<file path="src/rtl/mux_sel_rr_sequencer_if.sv">
// rtl/mux_sel_rr_sequencer_if.sv - request/select/grant bundle between channel sources, mux and sequencer
interface mux_sel_rr_sequencer_if;
  logic [3:0] req;
  logic       out_ready;
  logic       s0;
  logic       s1;
  logic [3:0] grant;
  logic       out_valid;
  logic       busy;

  modport master (
    output req, out_ready,
    input  s0, s1, grant, out_valid, busy
  );

  modport slave (
    input  req, out_ready,
    output s0, s1, grant, out_valid, busy
  );
endinterface

</file>
<file path="src/rtl/mux_sel_rr_sequencer.sv">
// rtl/mux_sel_rr_sequencer.sv - round-robin 4:1 mux select sequencer with per-grant dwell limit
module mux_sel_rr_sequencer #(
  parameter int DWELL_MAX = 4,
  parameter int CNT_W     = 3
) (
  input  logic                   clk,
  input  logic                   rst_n,
  mux_sel_rr_sequencer_if.slave  bus
);

  typedef enum logic {IDLE, SERVE} state_t;

  state_t           state_q;
  logic [1:0]       sel_q;
  logic [1:0]       ptr_q;
  logic [3:0]       grant_q;
  logic             valid_q;
  logic             busy_q;
  logic [CNT_W-1:0] cnt_q;

  logic [1:0]       win_d;
  logic             transfer;
  logic             last_beat;
  logic             req_drop;

  // Search starts one past the last winner, so the last winner is tried last.
  always_comb begin
    logic found;
    win_d = ptr_q;
    found = 1'b0;
    for (int i = 1; i <= 4; i++) begin
      if (!found && bus.req[ptr_q + 2'(i)]) begin
        win_d = ptr_q + 2'(i);
        found = 1'b1;
      end
    end
  end

  assign transfer  = valid_q & bus.out_ready;
  assign last_beat = transfer && (cnt_q == CNT_W'(DWELL_MAX - 1));
  assign req_drop  = !bus.req[sel_q];

  always_ff @(posedge clk or negedge rst_n) begin
    if (!rst_n) begin
      state_q <= IDLE;
      sel_q   <= 2'd0;
      ptr_q   <= 2'd3;
      grant_q <= 4'd0;
      valid_q <= 1'b0;
      busy_q  <= 1'b0;
      cnt_q   <= '0;
    end else begin
      case (state_q)
        IDLE: begin
          if (bus.req != 4'd0) begin
            state_q <= SERVE;
            sel_q   <= win_d;
            ptr_q   <= win_d;
            grant_q <= 4'd1 << win_d;
            valid_q <= 1'b1;
            busy_q  <= 1'b1;
            cnt_q   <= '0;
          end
        end
        SERVE: begin
          // A beat presented while the request drops is still accepted on exit.
          if (last_beat || req_drop) begin
            state_q <= IDLE;
            grant_q <= 4'd0;
            valid_q <= 1'b0;
            busy_q  <= 1'b0;
            cnt_q   <= '0;
          end else if (transfer) begin
            cnt_q <= cnt_q + CNT_W'(1);
          end
        end
        default: state_q <= IDLE;
      endcase
    end
  end

  assign bus.s0        = sel_q[1];
  assign bus.s1        = sel_q[0];
  assign bus.grant     = grant_q;
  assign bus.out_valid = valid_q;
  assign bus.busy      = busy_q;

endmodule

</file>
<file path="src/flat_wrapper.sv">
// flat-port wrapper written by rule: the top's interface ports become plain ports
module mux_sel_rr_sequencer_flat 
#(
  parameter int DWELL_MAX = 4,
  parameter int CNT_W     = 3
)
  (clk, rst_n, bus_req, bus_out_ready, bus_s0, bus_s1, bus_grant, bus_out_valid, bus_busy);
  mux_sel_rr_sequencer_if bus_i ();
  input  logic clk;
  input  logic rst_n;
  input wire logic [$bits(bus_i.req)-1:0] bus_req;
  input wire logic [$bits(bus_i.out_ready)-1:0] bus_out_ready;
  output wire logic [$bits(bus_i.s0)-1:0] bus_s0;
  output wire logic [$bits(bus_i.s1)-1:0] bus_s1;
  output wire logic [$bits(bus_i.grant)-1:0] bus_grant;
  output wire logic [$bits(bus_i.out_valid)-1:0] bus_out_valid;
  output wire logic [$bits(bus_i.busy)-1:0] bus_busy;
  assign bus_i.req = bus_req;
  assign bus_i.out_ready = bus_out_ready;
  assign bus_s0 = bus_i.s0;
  assign bus_s1 = bus_i.s1;
  assign bus_grant = bus_i.grant;
  assign bus_out_valid = bus_i.out_valid;
  assign bus_busy = bus_i.busy;
  mux_sel_rr_sequencer #(.DWELL_MAX(DWELL_MAX), .CNT_W(CNT_W)) u_core (.clk(clk), .rst_n(rst_n), .bus(bus_i));
endmodule
</file>
<file path="config.mk">
export PLATFORM = sky130hd
export DESIGN_NAME = mux_sel_rr_sequencer_flat
export DESIGN_NICKNAME = d
export VERILOG_FILES = /design/src/rtl/mux_sel_rr_sequencer_if.sv /design/src/rtl/mux_sel_rr_sequencer.sv /design/src/flat_wrapper.sv
export SDC_FILE = /design/constraint.sdc
export NUM_CORES = 1
export LEC_CHECK = 0
export BUFFER_PORTS_ARGS = -buffer_cell sky130_fd_sc_hd__buf_2
export CORE_UTILIZATION = 30
export DETAILED_ROUTE_END_ITERATION = 12
export GPL_TIMING_DRIVEN = 0
export HOLD_SLACK_MARGIN = 0.15
export PLACE_DENSITY = 0.51
export SYNTH_ARGS = -nofsm -noshare
export SYNTH_HDL_FRONTEND = slang
export SYNTH_SLANG_ARGS = --single-unit
</file>
<file path="constraint.sdc">
create_clock -name clk -period 2.1 [get_ports clk]
set_clock_uncertainty 0.1 [all_clocks]
set_input_delay 0 -clock clk [delete_from_list [all_inputs] [get_ports clk]]
set_output_delay 0 -clock clk [all_outputs]
set_load 0.1 [all_outputs]
</file>
==> impl_metrics.json, run 1 <==
{
  "fmax_ghz": 0.553,
  "path_class": "primary input to asynchronous set/reset pin",
  "core_area_um2": 2210,
  "avgSynthCellArea_um2": 11.0,
  "rr_endpoint": "u_core.bus.grant[2]",
  "grtUsageTotal_pct": 13.8,
  "synth_edf_count": 0,
  "overflow": 0,
  "cp_common_cell": "dlygate4sd3_1",
  "tritoncts": "built",
  "fillerInstances": 231,
  "postRouteAntennaNets": 0,
  "status": "completed",
  "routed-wl-met2_um": 671,
  "synth.most_common_cell": "dfrtp_1",
  "grt_start_max_net_pins": 12,
  "synthArstFlopShare_pct": 100,
  "fin_tns_setup_ns": 0,
  "vias": 557,
  "port_buffers": 14,
  "post-route-drc-count": 0,
  "ys_top_cells_by_area": "dfrtp_1 (39%), dfstp_2 (7.4%), ha_1 (3.5%)",
  "worst_path_max_delay_cell": "dlygate4sd3_1",
  "start_util_pct": 32.0,
  "holdWs_ns": 0.170,
  "clkTransAtPathRegs_ns": 0.08,
  "top_layer_used": "met4",
  "crit_start": "rst_n",
  "reg2reg_from": "u_core.cnt_q[0]",
  "crit_end": "u_core.sel_q[0]",
  "reg2regPathDepth": 5,
  "drive_gt1_share_pct": 34.1,
  "synth_top_family_by_area": "compound AO/OA/AOI/OAI gates",
  "relSlewSlack_pct": 65.9,
  "crit_required_ns": 2.38,
  "finalSetupViolations": 0,
  "startpoint_type": "primary input",
  "rsz0062_at_grt": "no",
  "routed_wl_um": 1450,
  "final.min_clock_period_ns": 1.81,
  "via_per_inst": 4.80,
  "netlist_area_um2": 707,
  "cp_max_fo": 11,
  "grt_pass1_vias": 602,
  "maxSlewViolCount": 0,
  "ys_seq_area_share_pct": 46.4,
  "io_pins": 15,
  "dp_hpwl_um": 1080,
  "synth_adder_area_share_pct": 3.54,
  "synth.distinct_cells": 31,
  "root_buffer": "clkbuf_4",
  "cts_made_buffers": 3,
  "critical-path-top-delay-family": "buffers and inverters",
  "synth_seq_cells": 13,
  "cts.sinks": 13,
  "met1_length_um": 719,
  "die_y_um": 50.5,
  "drt_iter0_markers": 4,
  "postCtsResizedCells": 0,
  "synth_compound_area_share_pct": 24.1,
  "synth_warnings": 0,
  "htreeDepth": 1,
  "n_antenna_cell": 0,
  "hold_violations": 0,
  "first_pass_iters": 4,
  "postSynthCellCount": 64,
  "fp.dieW_um": 50.5,
  "cpPeakStageDelay_ns": 0.88,
  "rrSetupSlack_ns": 0.51,
  "area_growth_pct": 27.1,
  "nNetsFinal": 98,
  "place_congestion": 0.684,
  "synth.mux.area_fraction_pct": 4.96,
  "synthesis.nets": 73,
  "synth_ff_type": "dfrtp_1",
  "rows": 17,
  "clock_path_buffers": 2,
  "synthSimpleGateAreaFrac_pct": 18.4,
  "path_depth": 4,
  "tightest_slew_ns": 0.510,
  "avgRoutedWirePerCell_um": 12.5,
  "grt_pass1_wl_um": 2640,
  "synthTopCellsByCount": "dfrtp_1 (11), nor2_1 (6), nor2b_1 (4)",
  "worstSkewPairLatency_ns": 0.26,
  "antenna_found_initial": 0,
  "arrival_ns": 2.09,
  "max_cap_viol_count": 0,
  "yosys.area.top_type": "dfrtp_1",
  "synth_top_area_share_pct": 38.9,
  "hp-class": "primary input to flop",
  "crit_chain": "dlygate4sd3_1 > dlygate4sd3_1 > buf_2 > dlygate4sd3_1",
  "yosys.area_share.xor_xnor_pct": 0,
  "die_area_um2": 2550,
  "endpoint_kind": "asynchronous set/reset pin",
  "worstHoldPathCells": 4,
  "cp_num_buf_inv": 4,
  "finalCritPeriodShare_pct": 86.0,
  "dr_wl_met3_um": 48
}
==> through the flow <==
| step | setup slack, ns | util (%) | cell area (um2) | instances |
|---|---|---|---|---|
| floorplan | 0.101 | - | 707 | 64 |
| global placement | 0.536 | 36.7 | 812 | 106 |
| detailed placement | 0.514 | 36.7 | 812 | 106 |
| CTS | 0.281 | 40.6 | 898 | 116 |
| global route | 0.175 | 40.6 | 898 | 116 |
| finish | 0.293 | 40.6 | 898 | 116 |
==> cells by family after synthesis <==
kind of cell / after synthesis
AOI/OAI and AO/OA: 21
buffers and inverters: 4
and+or+nand+nor: 21
DFF: 13
muxes: 3
adders and majority gates: 2
==> flip-flops by register name, indices dropped and copies added (netlist names) <==
signal	flops
u_core.ptr_q	2
u_core.state_q	1
u_core.sel_q	2
u_core.cnt_q	3
u_core.bus.out_valid	1
u_core.bus.grant	4
==> metal layers <==
layer	vias to the layer above	GRT usage [%]
met5	-	0
met4	0	4.17
met3	2	2.73
met2	7	22.9
met1	263	18.0
li1	285	-
==> tightest hold or removal path: stages <==
cell and delay [ns]:
buf_2 0.13, nor2_1 0.13, o31ai_1 0.12, o2bb2ai_1 0.12
==> area by class of cell <==
type | instances | area (um2) | share of cell area, %
clock buffers | 4 | 26.3 | 2.92
well taps | 28 | 35.0 | 3.90
flip-flops and latches | 13 | 328 | 36.5
inverters | 3 | 11.3 | 1.25
multi-input cells | 47 | 360 | 40.1
plain buffers | 1 | 7.51 | 0.836
repair buffers | 20 | 130 | 14.5
==> worst min path at each step <==
stage,start,to
global placement,rst_n,u_core.bus.grant[0]
detailed placement,rst_n,u_core.bus.grant[0]
CTS,bus_req[2],u_core.bus.grant[0]
finish,bus_req[2],u_core.bus.grant[0]
global route,bus_req[2],u_core.bus.grant[0]
floorplan,rst_n,u_core.bus.grant[0]
==> repair_timing <==
action	4_1_cts	5_1_grt
buffers inserted	0	0
endpoints found under the hold margin	15	0
hold buffers	6	0
==> layout by cell type (no fill, tap or decap), types with 3 or more instances in the layout <==
master	instances
nor2_1	6
nor2b_1	4
buf_2	14
a21oi_1	3
clkbuf_4	3
nand2_1	3
dfrtp_1	11
dlygate4sd3_1	6
inv_1	3
Power of run 1 is not shown: default switching activity piles up to over one toggle a cycle in this logic, so the estimate is an artifact.
==> run 2, diff against run 1 <==
--- a/config.mk
+++ b/config.mk
@@ -10,7 +10,8 @@
 export DETAILED_ROUTE_END_ITERATION = 12
 export GPL_TIMING_DRIVEN = 0
 export HOLD_SLACK_MARGIN = 0.15
-export PLACE_DENSITY = 0.51
+export PLACE_DENSITY_LB_ADDON = 0.08
+export SLEW_MARGIN = 40
 export SYNTH_ARGS = -nofsm -noshare
 export SYNTH_HDL_FRONTEND = slang
 export SYNTH_SLANG_ARGS = --single-unit
==> run 2 against run 1 <==
  * Global-route usage is 0.37 points lower
  * Flip-flop and latch count stayed put
  * Final area stayed put
  * Hold slack better by 0.0042 ns
  * Sequential share of layout area stayed put
  * First-iteration DRC count is 100% higher
  * Count of clock-buffer cells in the layout stayed put
  * Via count is 1.3% higher
  * Maximum frequency is 0.50% lower
  * Critical path depth stayed put
  * Core utilization stayed put
  * Cell count stayed put
  * Critical endpoint is now u_core.cnt_q[2]
  * Largest cell class unchanged
  * Highest routed layer unchanged
==> impl_metrics.json, run 2 (synthesis gave the netlist of run 1 again) <==
{
  "cts.sinks": 13,
  "final.min_clock_period_ns": 1.82,
  "fp.dieW_um": 50.5,
  "layout_common_cells": "buf_2 (14), dfrtp_1 (11), nor2_1 (6), dlygate4sd3_1 (6), nor2b_1 (4)",
  "grt_pass1_vias": 594,
  "avgRoutedWirePerCell_um": 12.8,
  "routed_wl_um": 1490,
  "rows": 17,
  "tritoncts": "built",
  "postRouteAntennaNets": 0,
  "max_cap_viol_count": 0,
  "clock_path_buffers": 2,
  "fin_util_pct": 40.6,
  "fin_area_um2": 898,
  "grt_pass1_wl_um": 2560,
  "dp_hpwl_um": 1060,
  "post-route-drc-count": 0,
  "cts_made_buffers": 3,
  "place_congestion": 0.714,
  "area_growth_pct": 27.1,
  "maxSlewViolCount": 0,
  "start_util_pct": 32.0,
  "worstSkewPairLatency_ns": 0.27,
  "first_pass_iters": 3,
  "overflow": 0,
  "nNetsFinal": 98,
  "reg2regPathDepth": 5,
  "finalSetupViolations": 0,
  "endpoint_kind": "asynchronous set/reset pin",
  "fin_tns_setup_ns": 0,
  "drive_gt1_share_pct": 34.1,
  "hold_violations": 0,
  "crit_end": "u_core.cnt_q[2]",
  "tightest_slew_ns": 0.536,
  "final_common_cell": "buf_2",
  "io_pins": 15,
  "cts_setup_buffers": 0,
  "core_area_um2": 2210,
  "die_y_um": 50.5,
  "port_buffers": 14,
  "path_class": "primary input to asynchronous set/reset pin",
  "htreeDepth": 1,
  "relSlewSlack_pct": 64.2,
  "crit_start": "rst_n",
  "finalCritPeriodShare_pct": 86.5,
  "grtUsageTotal_pct": 13.4,
  "status": "completed",
  "arrival_ns": 2.10,
  "reg2reg_from": "u_core.cnt_q[0]",
  "crit_required_ns": 2.38,
  "grt_start_max_net_pins": 12,
  "hp-class": "primary input to flop",
  "rr_endpoint": "u_core.bus.grant[2]",
  "drt_iter0_markers": 8,
  "n_antenna_cell": 0,
  "fmax_ghz": 0.551,
  "placed_area_um2": 812,
  "largest_register_ffs": 4,
  "cp_max_fo": 11,
  "root_buffer": "clkbuf_4",
  "rrSetupSlack_ns": 0.50,
  "clkTransAtPathRegs_ns": 0.09,
  "die_area_um2": 2550,
  "startpoint_type": "primary input",
  "vias": 564,
  "antenna_found_initial": 0,
  "via_per_inst": 4.86,
  "rsz0062_at_grt": "no"
}
[run 2: critical path, stage by stage]
cell and delay [ns]:
dlygate4sd3_1 0.53, dlygate4sd3_1 0.54, buf_2 0.13, dlygate4sd3_1 0.90
[run 2: area by class of cell]
class | instances | area [um2]
well taps | 28 | 35.0
plain buffers | 1 | 7.51
clock buffers | 4 | 26.3
repair buffers | 20 | 130
inverters | 3 | 11.3
multi-input cells | 47 | 360
fillers | 240 | 1310
flip-flops and latches | 13 | 328
[run 2: layer usage]
metal	vias to the layer above	part of all wire, %	GRT usage, %
met2	8	45	19.8
li1	285	-	-
met5	-	0	0
met1	269	51	19.0
met4	0	0.81	6.94
met3	2	2.9	1.82
[run 2: worst min-delay path by stage]
stage	cells after the start	to	start
3_3_place_gp	1	u_core.sel_q[1]	rst_n
4_1_cts	5	u_core.ptr_q[0]	bus_req[0]
6_report	5	u_core.ptr_q[0]	bus_req[0]
3_5_place_dp	1	u_core.sel_q[1]	rst_n
5_1_grt	5	u_core.ptr_q[0]	bus_req[0]
2_1_floorplan	0	u_core.bus.grant[0]	rst_n
[run 2: per-stage QoR]
| stage | worst slack [ns] | cells | hold slack [ns] |
|---|---|---|---|
| final | 0.284 | 116 | 0.175 |
| after global routing | 0.152 | 116 | 0.226 |
| after CTS | 0.264 | 116 | 0.189 |
| after detailed placement | 0.500 | 106 | -0.190 |
| after global placement | 0.506 | 106 | -0.195 |
| after floorplan | 0.101 | 64 | -0.396 |
[run 2: what timing repair did]
item                                   4_1_cts  5_1_grt
endpoints found under the hold margin       15        0
resized for setup                            0        0
hold buffers                                 6        0
Power of run 2 is left out for the same reason.
==> run 3, diff against run 2 <==
--- a/config.mk
+++ b/config.mk
@@ -6,6 +6,8 @@
 export NUM_CORES = 1
 export LEC_CHECK = 0
 export BUFFER_PORTS_ARGS = -buffer_cell sky130_fd_sc_hd__buf_2
+export CELL_PAD_IN_SITES_DETAIL_PLACEMENT = 1
+export CELL_PAD_IN_SITES_GLOBAL_PLACEMENT = 2
 export CORE_UTILIZATION = 30
 export DETAILED_ROUTE_END_ITERATION = 12
 export GPL_TIMING_DRIVEN = 0
==> run 3 against run 2 <==
  * Sequential share of layout area decreased by 0.051 points
  * Critical path type unchanged
  * Non-clock buffer count unchanged
  * Largest cell class unchanged
  * Via count fell by 2.3%
  * Setup slack better by 0.030 ns
  * Critical path depth unchanged
  * Highest routed layer unchanged
==> impl_metrics.json, run 3 (synthesis gave the netlist of run 1 again) <==
{
  "relSlewSlack_pct": 66.1,
  "area_growth_pct": 27.3,
  "tightest_slew_ns": 0.507,
  "tritoncts": "built",
  "dp_hpwl_um": 1140,
  "post-route-drc-count": 0,
  "n_antenna_cell": 0,
  "rows": 17,
  "finalSetupViolations": 0,
  "grt_pass1_wl_um": 2760,
  "first_pass_iters": 3,
  "cts_made_buffers": 3,
  "drive_gt1_share_pct": 35.2,
  "cts.sinks": 13,
  "grt_pass1_vias": 615,
  "die_area_um2": 2550,
  "start_util_pct": 32.0,
  "grt_start_max_net_pins": 12,
  "max_cap_viol_count": 0,
  "fmax_ghz": 0.560,
  "cp_max_fo": 11,
  "startpoint_type": "primary input",
  "fillerInstances": 259,
  "antenna_found_initial": 0,
  "core_area_um2": 2210,
  "fin_area_um2": 900,
  "postCtsResizedCells": 0,
  "placed_area_um2": 812,
  "avgRoutedWirePerCell_um": 12.9,
  "rsz0062_at_grt": "no",
  "fin_tns_setup_ns": 0,
  "final.min_clock_period_ns": 1.79,
  "crit_required_ns": 2.38,
  "final_common_cell": "buf_2",
  "fp.dieW_um": 50.5,
  "worstSkewPairLatency_ns": 0.27,
  "overflow": 0,
  "htreeDepth": 1,
  "maxSlewViolCount": 0,
  "clkTransAtPathRegs_ns": 0.07,
  "grtUsageTotal_pct": 14.6,
  "clock_path_buffers": 2,
  "endpoint_kind": "asynchronous set/reset pin",
  "port_buffers": 14,
  "layout_common_cells": "buf_2 (14), dfrtp_1 (11), nor2_1 (6), dlygate4sd3_1 (6), nor2b_1 (4)",
  "drt_iter0_markers": 4,
  "via_per_inst": 4.75,
  "die_y_um": 50.5,
  "io_pins": 15,
  "path_class": "primary input to asynchronous set/reset pin",
  "root_buffer": "clkbuf_4",
  "nNetsFinal": 98,
  "finalCritPeriodShare_pct": 85.1,
  "arrival_ns": 2.07,
  "largest_register_ffs": 4,
  "hp-class": "primary input to flop",
  "hold_violations": 0,
  "vias": 551,
  "routed_wl_um": 1490,
  "status": "completed",
  "place_congestion": 0.659,
  "postRouteAntennaNets": 0
}
==> run 3: layer usage <==
layer	wire length [um]	vias up	GRT usage, %
li1	-	284	-
met1	729	256	19.7
met2	703	9	22.9
met3	49	2	2.73
met4	9	0	5.56
met5	0	-	0
==> run 3: worst paths after layout <==
path	from	endpoint	slack (ns)	depth (start not counted)
setup / recovery	rst_n	u_core.bus.grant[3]	0.31	4
hold / removal	bus_req[2]	u_core.ptr_q[0]	0.20	5
setup reg to reg	u_core.cnt_q[0]	u_core.bus.grant[0]	0.50	5
hold reg to reg	u_core.bus.grant[1]	u_core.bus.grant[1]	0.40	1
max in group clk	u_core.cnt_q[0]	u_core.bus.grant[0]	0.50	5
min in group asynchronous	rst_n	u_core.ptr_q[1]	0.66	3
==> run 3: final cells by class <==
class | instances | area [um2] | area share, %
Inverter | 3 | 11.3 | 1.25
Clock buffer | 3 | 22.5 | 2.50
Tap cell | 28 | 35.0 | 3.89
Clock inverter | 1 | 5.00 | 0.556
Multi-Input combinational cell | 47 | 360 | 40.1
Buffer | 1 | 7.51 | 0.834
Timing Repair Buffer | 20 | 130 | 14.5
Sequential cell | 13 | 328 | 36.4
==> run 3: what timing repair did <==
| action | in CTS | in global routing |
|---|---|---|
| setup buffers | 0 | 0 |
| endpoints found under the hold margin | 15 | 0 |
| hold buffers | 6 | 0 |
==> run 3: stage by stage <==
step	setup WS, ns	utilization, %	hold WS (ns)	cells
final	0.314	40.7	0.196	116
after global routing	0.184	40.7	0.222	116
after CTS	0.275	40.7	0.185	116
after detailed placement	0.511	36.7	-0.194	106
after global placement	0.532	36.7	-0.198	106
after floorplan	0.101	-	-0.396	64
==> run 3: critical path, cell delays in order <==
cell and delay [ns]:
dlygate4sd3_1 0.52, dlygate4sd3_1 0.54, buf_2 0.13, dlygate4sd3_1 0.88
Power of run 3 is left out for the same reason.
